$ cat config.mk
export PLATFORM = sky130hd
export DESIGN_NAME = uartrx_param
export DESIGN_NICKNAME = d
export VERILOG_FILES = /design/src/rtl/uartrx_param_pkg.sv /design/src/rtl/uartrx_param_sync_2ff.sv /design/src/rtl/uartrx_param.sv
export SDC_FILE = /design/constraint.sdc
export NUM_CORES = 1
export LEC_CHECK = 0
export ABC_AREA = 1
export CORE_MARGIN = 1.5
export CORE_UTILIZATION = 57
export DETAILED_ROUTE_END_ITERATION = 16
export PLACE_DENSITY_LB_ADDON = 0.12
export SETUP_SLACK_MARGIN = 0.4
export SYNTH_ARGS = -nofsm -noshare
export SYNTH_HDL_FRONTEND = slang
export SYNTH_HIERARCHICAL = 1
export SYNTH_SLANG_ARGS = --single-unit
$ cat constraint.sdc
create_clock -name clk -period 3.75 [get_ports clk]
set_input_delay 0.5625 -clock clk [delete_from_list [all_inputs] [get_ports clk]]
set_output_delay 0.5625 -clock clk [all_outputs]
set_load 0.01 [all_outputs]
$ cat src/rtl/uartrx_param_pkg.sv
// Shared definitions for the parametrised UART receiver: FSM state encodings
// and default bit periods for a 100 MHz system clock.
package uartrx_param_pkg;

  typedef enum logic [2:0] {
    ST_IDLE   = 3'd0,
    ST_START  = 3'd1,
    ST_DATA   = 3'd2,
    ST_PARITY = 3'd3,
    ST_STOP   = 3'd4
  } state_e;

  localparam int CLKS_9600_100M   = 10416;
  localparam int CLKS_115200_100M = 868;

endpackage

$ cat src/rtl/uartrx_param_sync_2ff.sv
// Two-flop synchroniser for asynchronous single-bit inputs; RST_VAL selects
// the value both flops take during reset (1 for an idle-high serial line).
module sync_2ff #(
  parameter logic RST_VAL = 1'b1
) (
  input  logic clk,
  input  logic nrst,
  input  logic d,
  output logic q
);

  logic meta_q;
  logic sync_q;

  always_ff @(posedge clk or negedge nrst) begin
    if (!nrst) begin
      meta_q <= RST_VAL;
      sync_q <= RST_VAL;
    end else begin
      meta_q <= d;
      sync_q <= meta_q;
    end
  end

  assign q = sync_q;

endmodule

$ cat src/rtl/uartrx_param.sv
// Parametrised UART receiver (LSB first, 1 stop bit) with start-glitch rejection
// and framing check. Define UARTRX_PARITY_EN to add a parity bit and parity_err.
module uartrx_param
  import uartrx_param_pkg::*;
#(
  parameter int CLKS_PER_BIT = CLKS_9600_100M,
  parameter int DATA_BITS    = 8,
  parameter int PARITY_ODD   = 0
) (
  input  logic                 clk,
  input  logic                 nrst,
  input  logic                 en,
  input  logic                 rx,
  output logic [DATA_BITS-1:0] dout,
  output logic                 dout_valid,
  output logic                 frame_err,
  output logic                 parity_err,
  output logic                 busy,
  output logic [2:0]           out_state
);

  localparam int CNT_W = $clog2(CLKS_PER_BIT);
  localparam logic [CNT_W-1:0] CNT_MID  = CNT_W'(CLKS_PER_BIT / 2);
  localparam logic [CNT_W-1:0] CNT_LAST = CNT_W'(CLKS_PER_BIT - 1);
  localparam logic [3:0]       BIT_LAST = 4'(DATA_BITS - 1);

  if (CLKS_PER_BIT < 4 || DATA_BITS < 5 || DATA_BITS > 9 ||
      PARITY_ODD < 0 || PARITY_ODD > 1) begin : g_bad_cfg
    $error("uartrx_param: parameter out of legal range");
  end

  state_e               state_q;
  logic [CNT_W-1:0]     cnt_q;
  logic [3:0]           bit_q;
  logic [DATA_BITS-1:0] shift_q;
  logic [DATA_BITS-1:0] dout_q;
  logic                 dout_valid_q;
  logic                 frame_err_q;
  logic                 rx_prev_q;
  logic                 rx_s;
  logic                 fall;

  sync_2ff #(.RST_VAL(1'b1)) u_rx_sync (
    .clk  (clk),
    .nrst (nrst),
    .d    (rx),
    .q    (rx_s)
  );

  // A held-low line never produces an edge, so it cannot start a frame.
  assign fall = rx_prev_q & ~rx_s;

`ifdef UARTRX_PARITY_EN
  localparam logic PAR_INV = (PARITY_ODD != 0);
  logic par_bad_q;
  logic parity_err_q;
`endif

  always_ff @(posedge clk or negedge nrst) begin
    if (!nrst) begin
      state_q      <= ST_IDLE;
      cnt_q        <= '0;
      bit_q        <= '0;
      shift_q      <= '0;
      dout_q       <= '0;
      dout_valid_q <= 1'b0;
      frame_err_q  <= 1'b0;
      rx_prev_q    <= 1'b1;
`ifdef UARTRX_PARITY_EN
      par_bad_q    <= 1'b0;
      parity_err_q <= 1'b0;
`endif
    end else begin
      rx_prev_q    <= rx_s;
      dout_valid_q <= 1'b0;
      frame_err_q  <= 1'b0;
`ifdef UARTRX_PARITY_EN
      parity_err_q <= 1'b0;
`endif
      if (!en) begin
        state_q <= ST_IDLE;
        cnt_q   <= '0;
        bit_q   <= '0;
        shift_q <= '0;
      end else begin
        case (state_q)
          ST_IDLE: begin
            if (fall) begin
              state_q <= ST_START;
              cnt_q   <= '0;
            end
          end
          ST_START: begin
            if (cnt_q == CNT_MID) begin
              cnt_q <= '0;
              bit_q <= '0;
              if (rx_s) state_q <= ST_IDLE;
              else      state_q <= ST_DATA;
            end else begin
              cnt_q <= cnt_q + 1'b1;
            end
          end
          // Counter restarted at the start-bit centre, so each wrap lands mid-bit.
          ST_DATA: begin
            if (cnt_q == CNT_LAST) begin
              cnt_q   <= '0;
              shift_q <= {rx_s, shift_q[DATA_BITS-1:1]};
              if (bit_q == BIT_LAST) begin
`ifdef UARTRX_PARITY_EN
                state_q <= ST_PARITY;
`else
                state_q <= ST_STOP;
`endif
              end else begin
                bit_q <= bit_q + 1'b1;
              end
            end else begin
              cnt_q <= cnt_q + 1'b1;
            end
          end
`ifdef UARTRX_PARITY_EN
          ST_PARITY: begin
            if (cnt_q == CNT_LAST) begin
              cnt_q     <= '0;
              par_bad_q <= rx_s ^ (^shift_q) ^ PAR_INV;
              state_q   <= ST_STOP;
            end else begin
              cnt_q <= cnt_q + 1'b1;
            end
          end
`endif
          // Leave at mid-stop so a back-to-back start edge is not missed.
          ST_STOP: begin
            if (cnt_q == CNT_LAST) begin
              cnt_q   <= '0;
              state_q <= ST_IDLE;
              if (rx_s) begin
                dout_q       <= shift_q;
                dout_valid_q <= 1'b1;
`ifdef UARTRX_PARITY_EN
                parity_err_q <= par_bad_q;
`endif
              end else begin
                frame_err_q <= 1'b1;
              end
            end else begin
              cnt_q <= cnt_q + 1'b1;
            end
          end
          default: state_q <= ST_IDLE;
        endcase
      end
    end
  end

  assign dout       = dout_q;
  assign dout_valid = dout_valid_q;
  assign frame_err  = frame_err_q;
  assign busy       = (state_q != ST_IDLE);
  assign out_state  = state_q;
`ifdef UARTRX_PARITY_EN
  assign parity_err = parity_err_q;
`else
  assign parity_err = 1'b0;
`endif

endmodule

# --- After elaboration in Yosys (flattened, before gate mapping) ---
# Index checks and enable logic that the tools add are counted.
word_totals:
  word_cells: 67
  ff_bits: 42
  inputBits: 4
  out_inout_bits: 15
classes:
  n_eq_ne: 16
  n_addsub: 2
  reduce_logical: 8
  n_bitwise: 2
  n_mux: 29
ops:
  columns: ["op", "n"]
  rows:
  - ["$mux W14", 4]
  - ["$pmux W14 S3", 1]
  - ["$mux W8", 3]
  - ["$mux W3", 6]
  - ["$ne A3 B3 Y1 const B", 6]
  - ["$mux W4", 4]
  - ["$add A14 B1 Y14 const B", 1]
  - ["$eq A14 B13 Y1 const B", 1]
  - ["$eq A14 B14 Y1 const B", 1]
  - ["$pmux W3 S4", 1]
  - ["$mux W1", 8]
  - ["$pmux W4 S2", 1]
  - ["$reduce_and A4 Y1", 2]
  - ["$reduce_and A5 Y1", 1]
  - ["$add A4 B1 Y4 const B", 1]
  - ["$eq A4 B3 Y1 const B", 1]
  - ["$ne A2 B1 Y1 const B", 2]
  - ["$ne A4 B2 Y1 const B", 1]
  - ["$reduce_and A2 Y1", 2]
  - ["$eq A3 B1 Y1 const B", 1]
  - ["$eq A3 B2 Y1 const B", 1]
  - ["$eq A3 B3 Y1 const B", 1]
  - ["$logic_not A3 Y1", 1]
  - ["$ne A3 B1 Y1 const B", 1]
  - ["5 further kinds", 5]

# --- Logic depth before layout (Yosys ltp) ---
# Gate-level depths: netlist of the first run.
logic_depth:
  depth_word: 5
  mapped_depth: 11
  ltp_nobuf: 11

# --- Modules after synthesis ---
# The synthesis of the first run kept the hierarchy.
by_module_without_submodules:
  columns: ["module", "n_inst", "area_each_um2", "seq_area_each_um2", "cells_per_inst"]
  rows:
  - ["uartrx_param", 1, 2512.4, 1002.2, 357]
  - ["sync_2ff", 1, 52.6, 52.6, 2]

# --- Worst setup path before layout of the first run ---
# Ideal clock, no wire load.
synth_timing:
  path_kind: "input -> register"
  from: "input en"
  to: "register bit_q[0]"
  path_buffers: 1
  slack_ns: 2.246
  required_ns: 3.633
  cell_stages: 7
  setup_time_ns: 0.117
  arrival_ns: 1.386
  path_cell_list: "buf_2 -> nand2_1 -> nor2_1 -> a21oi_1 -> nand3_2 -> nand2_1 -> nand2_1"
synth_via:
  elab_chain_len: 2
  word_cells_on_any_way: 6
  cone_classes: "eq/ne: 4; mux: 1; reduce/logical: 1"
synth_lines:
  columns: ["element", "line_no", "source"]
  rows:
  - ["start: declaration", "uartrx_param.sv:12", "input logic en,"]
  - ["$ne A3 B1 Y1 (no line) or $ne A3 B3 Y1 (tied branches)", null, null]
  - ["$reduce_and A4 Y1 (no line)", null, null]
  - ["end signal: assignment", "uartrx_param.sv:115", "bit_q <= bit_q + 1'b1;"]
  - ["end: declaration", "uartrx_param.sv:34", "logic [3:0] bit_q;"]
# Several ways; a longest one is shown, not always the timed one.
# A chain may end at the register's enable or synchronous reset.

# --- Final worst setup path of the first run ---
layout_timing:
  from: "input en"
  to: "register state_q[0], in the netlist out_state[0]"
layout_via:
  elab_chain_len: 2
  word_cells_on_any_way: 7
  cone_classes: "eq/ne: 5; mux: 1; reduce/logical: 1"
layout_lines:
  columns: ["element", "line_no", "source"]
  rows:
  - ["$ne A3 B3 Y1 (no line)", null, null]
  - ["$reduce_and A5 Y1 (no line)", null, null]
  - ["end signal: assignment", "uartrx_param.sv:61", "state_q <= ST_IDLE;"]
  - ["end signal: assignment", "uartrx_param.sv:81", "state_q <= ST_IDLE;"]
  - ["end signal: assignment", "uartrx_param.sv:89", "state_q <= ST_START;"]
  - ["end: declaration", "uartrx_param.sv:32", "state_e state_q;"]
# Several ways; a longest one is shown, not always the timed one.

==> summary.md, run 1 <==
| Metric | Value |
|---|---|
| Min-delay src | u_rx_sync/meta_q |
| R2R cell count | 8 |
| Kind of critical path | in -> reg |
| Die X | 70.1 um |
| CP required | 3.93 ns |
| Seq pwr share | 41.9% |
| #FFs+latches synth | 42 |
| Total grt overflow | 0 |
| Tcrit/Tclk final | 55.9% |
| Distinct cells, synth | 34 |
| Mapped Area | 0.00256 mm^2 |
| Post-CTS sizing | 0 |
| Share of cells above drive strength 1 | 9.23% |
| Die area | 0.00491 mm^2 |
| Core footprint | 0.00435 mm^2 |
| Seq/Total Area, Yosys | 41.1% |
| Gr usage total | 25.6% |
| Residual DRC | 0 |
| Hold Path End | u_rx_sync/q |
| Root buf cell | clkbuf_8 |
| Vias | 2298 |
| Worst Hold Class | reg -> reg |
| Setup Fix Bufs, Post-CTS | 0 |
| Setup Total Neg Slack | 0 ns |
| CP Buf/Inv Count | 3 |
| Hpwl dp | 4140 um |
| Synth warn | 6 |
| RR Endpoint | bit_q[0] |
| CTS Buf Count | 5 |
| VDD IR-drop max | 0.000438 V |
| First-pass GRT wire length | 10000 um |
| # IOs | 19 |
| R2R Setup Slk | 1.80 ns |
| CTS tree | done |
| Clock Latency Late Sink | 0.30 ns |
| Most used cell, CP | nor2_1 |
| PwrDens | 436 mW/mm^2 |
| Area grow syn2layout | 10.1% |
| Syn_nets | 367 |
| Cell count after synthesis | 359 |
| Placement Rows | 24 |
| Net Sw Frac | 40.0% |
| Initial antenna violation count | 0 |
| Clk buf depth | 2 |
| Slowest CP cell | clkdlybuf4s50_1 |
| Final Critical Period | 2.10 ns |
| Routed WL per cell | 13.0 um |
| Via-to-Cell Ratio | 5.33 |
| Hold buffers post-CTS | 0 |
| Worst relative slew slack | 39.9% |
| Num Clock Sinks | 42 |
| Initial DRC Count | 187 |
| Worst Tran Pin Value | 0.902 ns |
| Starting Density | 58.9% |
| Die Y | 70.1 um |
| Clock share of power | 23.9% |
| Clock slew at reported path FFs | 0.08 ns |
| Combinational share of power | 34.2% |
| H-tree Lvls | 2 |
| Crit Path Max Fanout | 10 |
| Final WL | 5590 um |
| Final Instance Count excl. Fillers | 431 |
| Final Setup Violations | 0 |
| Hold depth | 0 |
| Slew Viols, Final | 0 |
| Placed Cells | 423 |
| Worst Path Arrival | 2.28 ns |
| IO Port Bufs | 17 |
| Vias in the first global route | 2179 |
| CP top delay family | buffers and inverters |
| Crit start category | input pin |
| CP max stage delay | 0.68 ns |
| Element type at the critical path end | flip-flop |
| Achievable Freq | 0.477 GHz |
| Routability cong. | 0.972 |
| Pin count of the biggest net entering global routing | 43 |
| Syn_area_per_cell | 7.14 um^2 |
| Final #Nets | 386 |
| Hold Vio Cnt, Final | 0 |
| Status | finished clean |
| Leak pwr | 1.54 nW |
| Cell Int Power | 0.739 mW |
| Net Switching | 0.492 mW |
| RR Startpoint | out_state[2] |
| Final core utilization | 64.9% |
| Max Cap Viol | 0 |
| TritonRoute pass-1 iters | 5 |
| CP cell instances | clkdlybuf4s50_1, inv_2, nor2_2, inv_1, nor2_1, nor2_1, nand3_1, nand2_1 |
| Clk_skew | 0.0111 ns |
| Diodes inserted | 0 |
| RSZ-0062 raised after global routing | no |
| Post-route ant nets | 0 |
==> power by group through the flow <==
stage | combinational [mW] | sequential, mW | clock, mW
floorplan | 0.277 | 0.524 | 0
global placement | 0.411 | 0.523 | 0
detailed placement | 0.413 | 0.523 | 0
CTS | 0.419 | 0.514 | 0.296
global route | 0.477 | 0.520 | 0.314
finish | 0.421 | 0.516 | 0.294
==> how the worst max path moves through the flow <==
stage	cells past startpoint	start	slack [ns]	end
after global routing	8	en	1.52	out_state[0]
after detailed placement	8	en	1.38	out_state[1]
after CTS	8	en	1.67	out_state[0]
after global placement	8	en	1.45	out_state[0]
after floorplan	7	en	2.25	bit_q[0]
final	8	en	1.65	out_state[0]
==> worst register-to-register path, cell delays in order (launching register included) <==
cell	delay [ns]
dfrtp_1	0.42
nor2_1	0.14
inv_1	0.09
nor2_2	0.43
nor2_1	0.11
a21oi_1	0.34
nand3_2	0.17
nand2_1	0.10
nand2_1	0.05
==> final cells by class <==
| cell class | instances | area (um^2) |
|---|---|---|
| inverters | 38 | 144 |
| clock inverters | 3 | 21.3 |
| flip-flops and latches | 42 | 1050 |
| fillers | 402 | 1530 |
| multi-input cells | 273 | 1300 |
| repair buffers | 18 | 173 |
| well taps | 52 | 65.1 |
| clock buffers | 5 | 68.8 |
==> routing by layer <==
metal / GRT usage (%) / share of wire (%) / up-vias
li1: - / - / 1171
met1: 37.0 / 50 / 1057
met2: 39.9 / 45 / 60
met3: 4.76 / 4.2 / 10
met4: 6.84 / 1.4 / 0
met5: 0 / 0 / -
==> sequential cells by signal, indices dropped and copies added (netlist names) <==
signal and cells:
bit_q 4, u_rx_sync/meta_q 1, u_rx_sync/q 1, frame_err 1
dout_valid 1, rx_prev_q 1, dout 8, cnt_q 14
out_state 3, shift_q 8
==> synthesized netlist by cell type, drive strengths merged <==
library cell  instances  area (um^2)
a21oi                 4         20.0
buf                   4         21.3
bufbuf                1         32.5
clkbuf                1         13.8
clkinv                1         5.00
conb                  1         3.75
dfrtp                39          976
dfstp                 3         78.8
ha                    4         50.1
inv                  37          139
nand2               142          543
nand3                44          243
nand3b                1         11.3
nand4                14         93.8
nor2                 47          220
nor3                  4         36.3
nor4                  2         12.5
o2111ai               1         8.76
o21ai                 7         38.8
xor2                  2         17.5
==> layout by cell type (no fill, tap or decap), types with 2 or more instances in the layout <==
| cell | instances |
|---|---|
| nand4_1 | 13 |
| xor2_1 | 2 |
| nor2_2 | 2 |
| clkinv_2 | 2 |
| nor3_1 | 2 |
| dfstp_2 | 3 |
| o21ai_0 | 6 |
| inv_1 | 32 |
| nor2_4 | 3 |
| clkdlybuf4s50_1 | 16 |
| ha_1 | 4 |
| nor4_1 | 2 |
| inv_2 | 5 |
| nand2_1 | 140 |
| dfrtp_1 | 39 |
| nor2_1 | 41 |
| a21oi_1 | 4 |
| nand3_2 | 2 |
| nand3_1 | 41 |
| clkbuf_8 | 5 |
==> cell families after synthesis <==
logic type / synth area share (%)
and+or+nand+nor: 45.2
buffers and inverters: 8.24
DFF: 41.1
AOI/OAI and AO/OA: 2.63
adders and majority gates: 1.95
xor gates and xnor gates: 0.683
other: 0.146
==> stage by stage <==
stage | hold WS (ns) | cell area [um^2] | total power, mW | setup WS (ns)
floorplan | 0.267 | 2560 | 0.801 | 2.25
global placement | 0.346 | 2740 | 0.933 | 1.45
detailed placement | 0.349 | 2740 | 0.936 | 1.38
CTS | 0.361 | 2830 | 1.23 | 1.67
global route | 0.367 | 2830 | 1.31 | 1.52
finish | 0.359 | 2830 | 1.23 | 1.65
(Power assumes the default switching activity.)
==> run 2: changes to the inputs <==
--- a/config.mk
+++ b/config.mk
@@ -7,7 +7,7 @@
 export LEC_CHECK = 0
 export ABC_AREA = 1
 export CORE_MARGIN = 1.5
-export CORE_UTILIZATION = 57
+export CORE_UTILIZATION = 53
 export DETAILED_ROUTE_END_ITERATION = 16
 export PLACE_DENSITY_LB_ADDON = 0.12
 export SETUP_SLACK_MARGIN = 0.4
==> constraint.sdc (replaced) <==
create_clock -name clk -period 1.81 [get_ports clk]
set_input_delay 0.2715 -clock clk [delete_from_list [all_inputs] [get_ports clk]]
set_output_delay 0.2715 -clock clk [all_outputs]
set_load 0.01 [all_outputs]
==> run 2 against run 1 <==
First-iteration DRC count rose by 22%. Clock power up 120%. Via count grew 15%. Flip-flop and latch count is the same. Core utilization up 12 points. Die area up 7.2%. Routed wire length is 29% higher. Non-clock buffer count is 51 higher. Sequential power grew 110%. Critical endpoint is now bit_q[0].
==> summary.md, run 2 (synthesis gave the netlist of run 1 again) <==
| Metric | Value |
|---|---|
| Status | finished clean |
| CP cell instances | nor2_2, inv_1, nor2_4, nor2_1, a21oi_2, buf_4, nand4_1, nand2_1 |
| Die X | 72.6 um |
| Via-to-Cell Ratio | 5.46 |
| Starting Density | 54.7% |
| CP top delay family | simple AND/OR/NAND/NOR gates |
| Residual DRC | 0 |
| First-pass GRT wire length | 11000 um |
| Pin count of the biggest net entering global routing | 23 |
| Clk buf depth | 2 |
| CP max stage delay | 0.43 ns |
| Achievable Freq | 0.662 GHz |
| IO Port Bufs | 17 |
| Slowest CP cell | dfrtp_1 |
| Final Critical Period | 1.51 ns |
| Worst relative slew slack | 63.3% |
| Vias in the first global route | 2365 |
| Placement Rows | 25 |
| VDD IR-drop max | 0.000850 V |
| Worst Tran Pin Value | 0.550 ns |
| Final WL | 7220 um |
| Vias | 2646 |
| Total grt overflow | 0 |
| Kind of critical path | reg -> reg |
| Slew Viols, Final | 0 |
| TritonRoute pass-1 iters | 4 |
| Die area | 0.00527 mm^2 |
| Element type at the critical path end | flip-flop |
| CP Buf/Inv Count | 2 |
| Share of cells above drive strength 1 | 37.6% |
| Placed Cells | 441 |
| Most frequent cells in the layout | nand2_1, buf_4, nor2_1, dfrtp_1, nand3_1 |
| Post-route ant nets | 0 |
| # IOs | 19 |
| Routability cong. | 0.892 |
| Crit Path Max Fanout | 5 |
| Die Y | 72.6 um |
| Tcrit/Tclk final | 83.5% |
| Core footprint | 0.00469 mm^2 |
| PwrDens | 923 mW/mm^2 |
| Num Clock Sinks | 42 |
| Max FFs per register | 14 |
| Clock slew at reported path FFs | 0.08 ns |
| Leak pwr | 1.97 nW |
| Final Instance Count excl. Fillers | 485 |
| Crit start category | flip-flop |
| Largest Register | cnt_q |
| Most common cell after layout, fill and taps aside | nand2_1 |
| CP required | 2.04 ns |
| RSZ-0062 raised after global routing | yes |
| Diodes inserted | 0 |
| Final #Nets | 438 |
| Root buf cell | clkbuf_8 |
| Worst Path Arrival | 1.74 ns |
| CTS Buf Count | 5 |
| Setup Total Neg Slack | 0 ns |
| Clk_skew | 0.00707 ns |
| Area grow syn2layout | 41.0% |
| Final Setup Violations | 0 |
| Final Hold Slack | 0.359 ns |
| Hold Vio Cnt, Final | 0 |
| R2R Setup Slk | 0.30 ns |
| H-tree Lvls | 2 |
| Hpwl dp | 4470 um |
| Routed WL per cell | 14.9 um |
| Gr usage total | 27.3% |
| CTS tree | done |
| Worst Hold Class | reg -> reg |
| Clock Latency Late Sink | 0.29 ns |
| Max Cap Viol | 0 |
| Initial antenna violation count | 0 |
| Initial DRC Count | 228 |
run 2: cell count changes in the layout (fill, tap and decap cells not counted), moves of 9 or more:
cell,previous run,this run
buf_4,1,43
clkdlybuf4s50_1,16,2
dfrtp_1,39,27
dfrtp_2,0,12
dlygate4sd2_1,0,13
inv_1,32,23
nand2_1,140,119
nand2_2,1,16
nand3_1,41,26
nand3_2,2,13
nor2_1,41,28
run 2: cell type report:
cell class / instances / area, um^2
Sequential cell: 42 / 1070
Multi-Input combinational cell: 274 / 1650
Timing Repair Buffer: 69 / 588
Clock inverter: 1 / 8.76
Fill cell: 348 / 1080
Inverter: 38 / 150
Tap cell: 54 / 67.6
Clock buffer: 7 / 86.3
run 2: final timing paths:
kind,end,cells past startpoint,startpoint
hold / removal,u_rx_sync/q,0,u_rx_sync/meta_q
setup reg to reg,bit_q[0],8,out_state[2]
setup / recovery,bit_q[0],8,out_state[2]
hold reg to reg,u_rx_sync/q,0,u_rx_sync/meta_q
min in group asynchronous,cnt_q[13],2,nrst
max in group asynchronous,u_rx_sync/q,3,nrst
run 2: per-layer routing:
| metal | routed length (um) | vias to the layer above | GRT usage, % |
|---|---|---|---|
| met3 | 342 | 13 | 3.75 |
| met1 | 3060 | 1270 | 38.2 |
| met2 | 3680 | 75 | 44.2 |
| li1 | - | 1288 | - |
| met4 | 131 | 0 | 8.18 |
| met5 | 0 | - | 0 |
run 2: what timing repair did:
item | 4_1_cts | 5_1_grt
endpoints found under the hold margin | 19 | 0
endpoints found under the setup margin | 51 | 40
gates cloned | 1 | 1
hold buffers | 1 | 0
pin swaps | 17 | 35
setup buffers | 13 | 20
gates resized for setup | 44 | 83
run 2: power by group:
| part | switching [mW] | internal, mW | leakage, nW |
|---|---|---|---|
| combinational | 0.915 | 0.700 | 1.37 |
| sequential | 0.0783 | 1.01 | 0.553 |
| clock | 0.324 | 0.315 | 0.0489 |
run 2: metrics by stage:
stage / util [%] / power, mW / setup slack [ns] / area (um^2)
finish: 77.1 / 3.34 / 0.299 / 3620
global route: 77.1 / 3.51 / 0.205 / 3620
CTS: 68.0 / 2.90 / 0.302 / 3190
detailed placement: 61.1 / 2.04 / 0.127 / 2870
global placement: 61.1 / 2.03 / 0.171 / 2870
floorplan: - / 1.67 / 0.400 / 2580
==> run 3: changes to the inputs <==
==> constraint.sdc (replaced) <==
create_clock -name clk -period 1.2 [get_ports clk]
set_input_delay 0.18 -clock clk [delete_from_list [all_inputs] [get_ports clk]]
set_output_delay 0.18 -clock clk [all_outputs]
set_load 0.01 [all_outputs]
==> run 3 against run 2 <==
The run now ends with setup timing left. Critical path depth is 1 lower. Via count is 11% higher. Sequential power is 50% higher. Routed wire length is 20% higher. Clock skew is 0.0073 ns higher. Largest cell class unchanged.
==> summary.md, run 3 (synthesis gave the netlist of run 1 again) <==
| Metric | Value |
|---|---|
| Gr usage total | 30.5% |
| Worst Hold Class | in -> reg |
| Pin count of the biggest net entering global routing | 43 |
| Post-route ant nets | 0 |
| H-tree Lvls | 2 |
| Most common cell after layout, fill and taps aside | nand2_1 |
| Hpwl dp | 4920 um |
| Residual DRC | 0 |
| Largest Register | cnt_q |
| Root buf cell | clkbuf_8 |
| Setup ws final | -0.368 ns |
| Max FFs per register | 14 |
| Num Clock Sinks | 42 |
| CP required | 1.44 ns |
| Final Critical Period | 1.57 ns |
| Failing checks | setup timing |
| PwrDens | 1500 mW/mm^2 |
| Status | complete, but fails checks |
| IO Port Bufs | 17 |
| Tcrit/Tclk final | 131% |
| Die X | 72.6 um |
| Core footprint | 0.00469 mm^2 |
| Placement Rows | 25 |
| Initial antenna violation count | 0 |
| Worst Path Arrival | 1.81 ns |
| # IOs | 19 |
| Hold Vio Cnt, Final | 0 |
| Final #Nets | 473 |
| Clk buf depth | 2 |
| Element type at the critical path end | flip-flop |
| Vias | 2936 |
| Share of cells above drive strength 1 | 46.1% |
| Kind of critical path | reg -> reg |
| Leak pwr | 2.13 nW |
| Filler instances | 256 |
| Final Setup Violations | 41 |
| Final WL | 8690 um |
| Vias in the first global route | 2825 |
| Area grow syn2layout | 52.1% |
| Diodes inserted | 0 |
| Die area | 0.00527 mm^2 |
| Routed WL per cell | 16.7 um |
| Slew Viols, Final | 0 |
| Pre-CTS WS | -0.384 ns |
| Clk_skew | 0.0144 ns |
| Starting Density | 54.7% |
| Most frequent cells in the layout | nand2_1, buf_4, nand3_1, dfrtp_1, nor2_1 |
| Crit start category | flip-flop |
| RSZ-0062 raised after global routing | yes |
| Crit Path Max Fanout | 7 |
| Clock slew at reported path FFs | 0.08 ns |
| VDD IR-drop max | 0.00127 V |
| Setup Total Neg Slack | -11.18 ns |
| Routability cong. | 0.905 |
| Clock Latency Late Sink | 0.31 ns |
| Die Y | 72.6 um |
| CTS tree | done |
| CTS Buf Count | 5 |
| Max Cap Viol | 0 |
| Achievable Freq | 0.638 GHz |
| Total grt overflow | 0 |
| TritonRoute pass-1 iters | 6 |
| First-pass GRT wire length | 12300 um |
| Initial DRC Count | 324 |
| Via-to-Cell Ratio | 5.65 |
[run 3: layout make-up]
cell class	instances	area, um^2	share of cell area, %
sequential	42	1060	27.3
clock inverter	2	37.5	0.962
multi-input combinational	274	1680	43.1
clock buffer	6	72.6	1.86
tap	54	67.6	1.73
inverter	38	151	3.88
timing repair buffer	104	830	21.3
[run 3: stage by stage]
stage | cells | utilization [%] | hold WS [ns] | cell area, um^2 | total power, mW
final | 520 | 83.2 | 0.292 | 3900 | 5.84
after global routing | 520 | 83.2 | 0.283 | 3900 | 6.06
after CTS | 512 | 78.6 | 0.291 | 3690 | 5.35
after detailed placement | 489 | 70.5 | 0.169 | 3310 | 3.62
after global placement | 489 | 70.5 | 0.168 | 3310 | 3.57
after floorplan | 359 | - | -0.116 | 2650 | 2.72
[run 3: where the power goes]
| group | total, mW | switching, mW | internal [mW] |
|---|---|---|---|
| clock network | 1.15 | 0.525 | 0.621 |
| logic | 3.06 | 1.72 | 1.34 |
| registers | 1.63 | 0.112 | 1.52 |
| total | 5.84 | 2.35 | 3.48 |
[run 3: critical path, stage by stage (launching register included)]
cell and delay [ns]:
dfrtp_2 0.43, ha_4 0.20, nand3_4 0.08, nor3_4 0.29
buf_4 0.17, buf_6 0.12, nand3_1 0.10, nand2_1 0.10
[run 3: metal layers]
metal,GRT usage [%],part of all wire (%),up-vias,wire length [um]
li1,-,-,1348,-
met5,0,0,-,0
met3,5.28,5.9,43,517
met4,16.1,4.9,0,425
met1,35.9,38,1378,3300
met2,52.9,51,167,4450
[run 3: what timing repair did]
item / 4_1_cts / 5_1_grt
gates cloned: 1 / 0
endpoints found under the setup margin: 53 / 53
hold buffers: 1 / 0
pin swaps: 28 / 32
buffers inserted: 13 / 8
resized for setup: 127 / 41
endpoints found under the hold margin: 39 / 0
[run 3: worst paths after layout]
path                                  start                to  slack [ns]  cells past startpoint
max in group asynchronous              nrst       u_rx_sync/q        0.53                      3
hold / removal                           rx  u_rx_sync/meta_q        0.29                      1
setup reg to reg                   cnt_q[0]        shift_q[5]       -0.37                      7
min in group asynchronous              nrst         cnt_q[13]        0.37                      3
setup / recovery                   cnt_q[0]        shift_q[5]       -0.37                      7
hold reg to reg            u_rx_sync/meta_q       u_rx_sync/q        0.36                      0
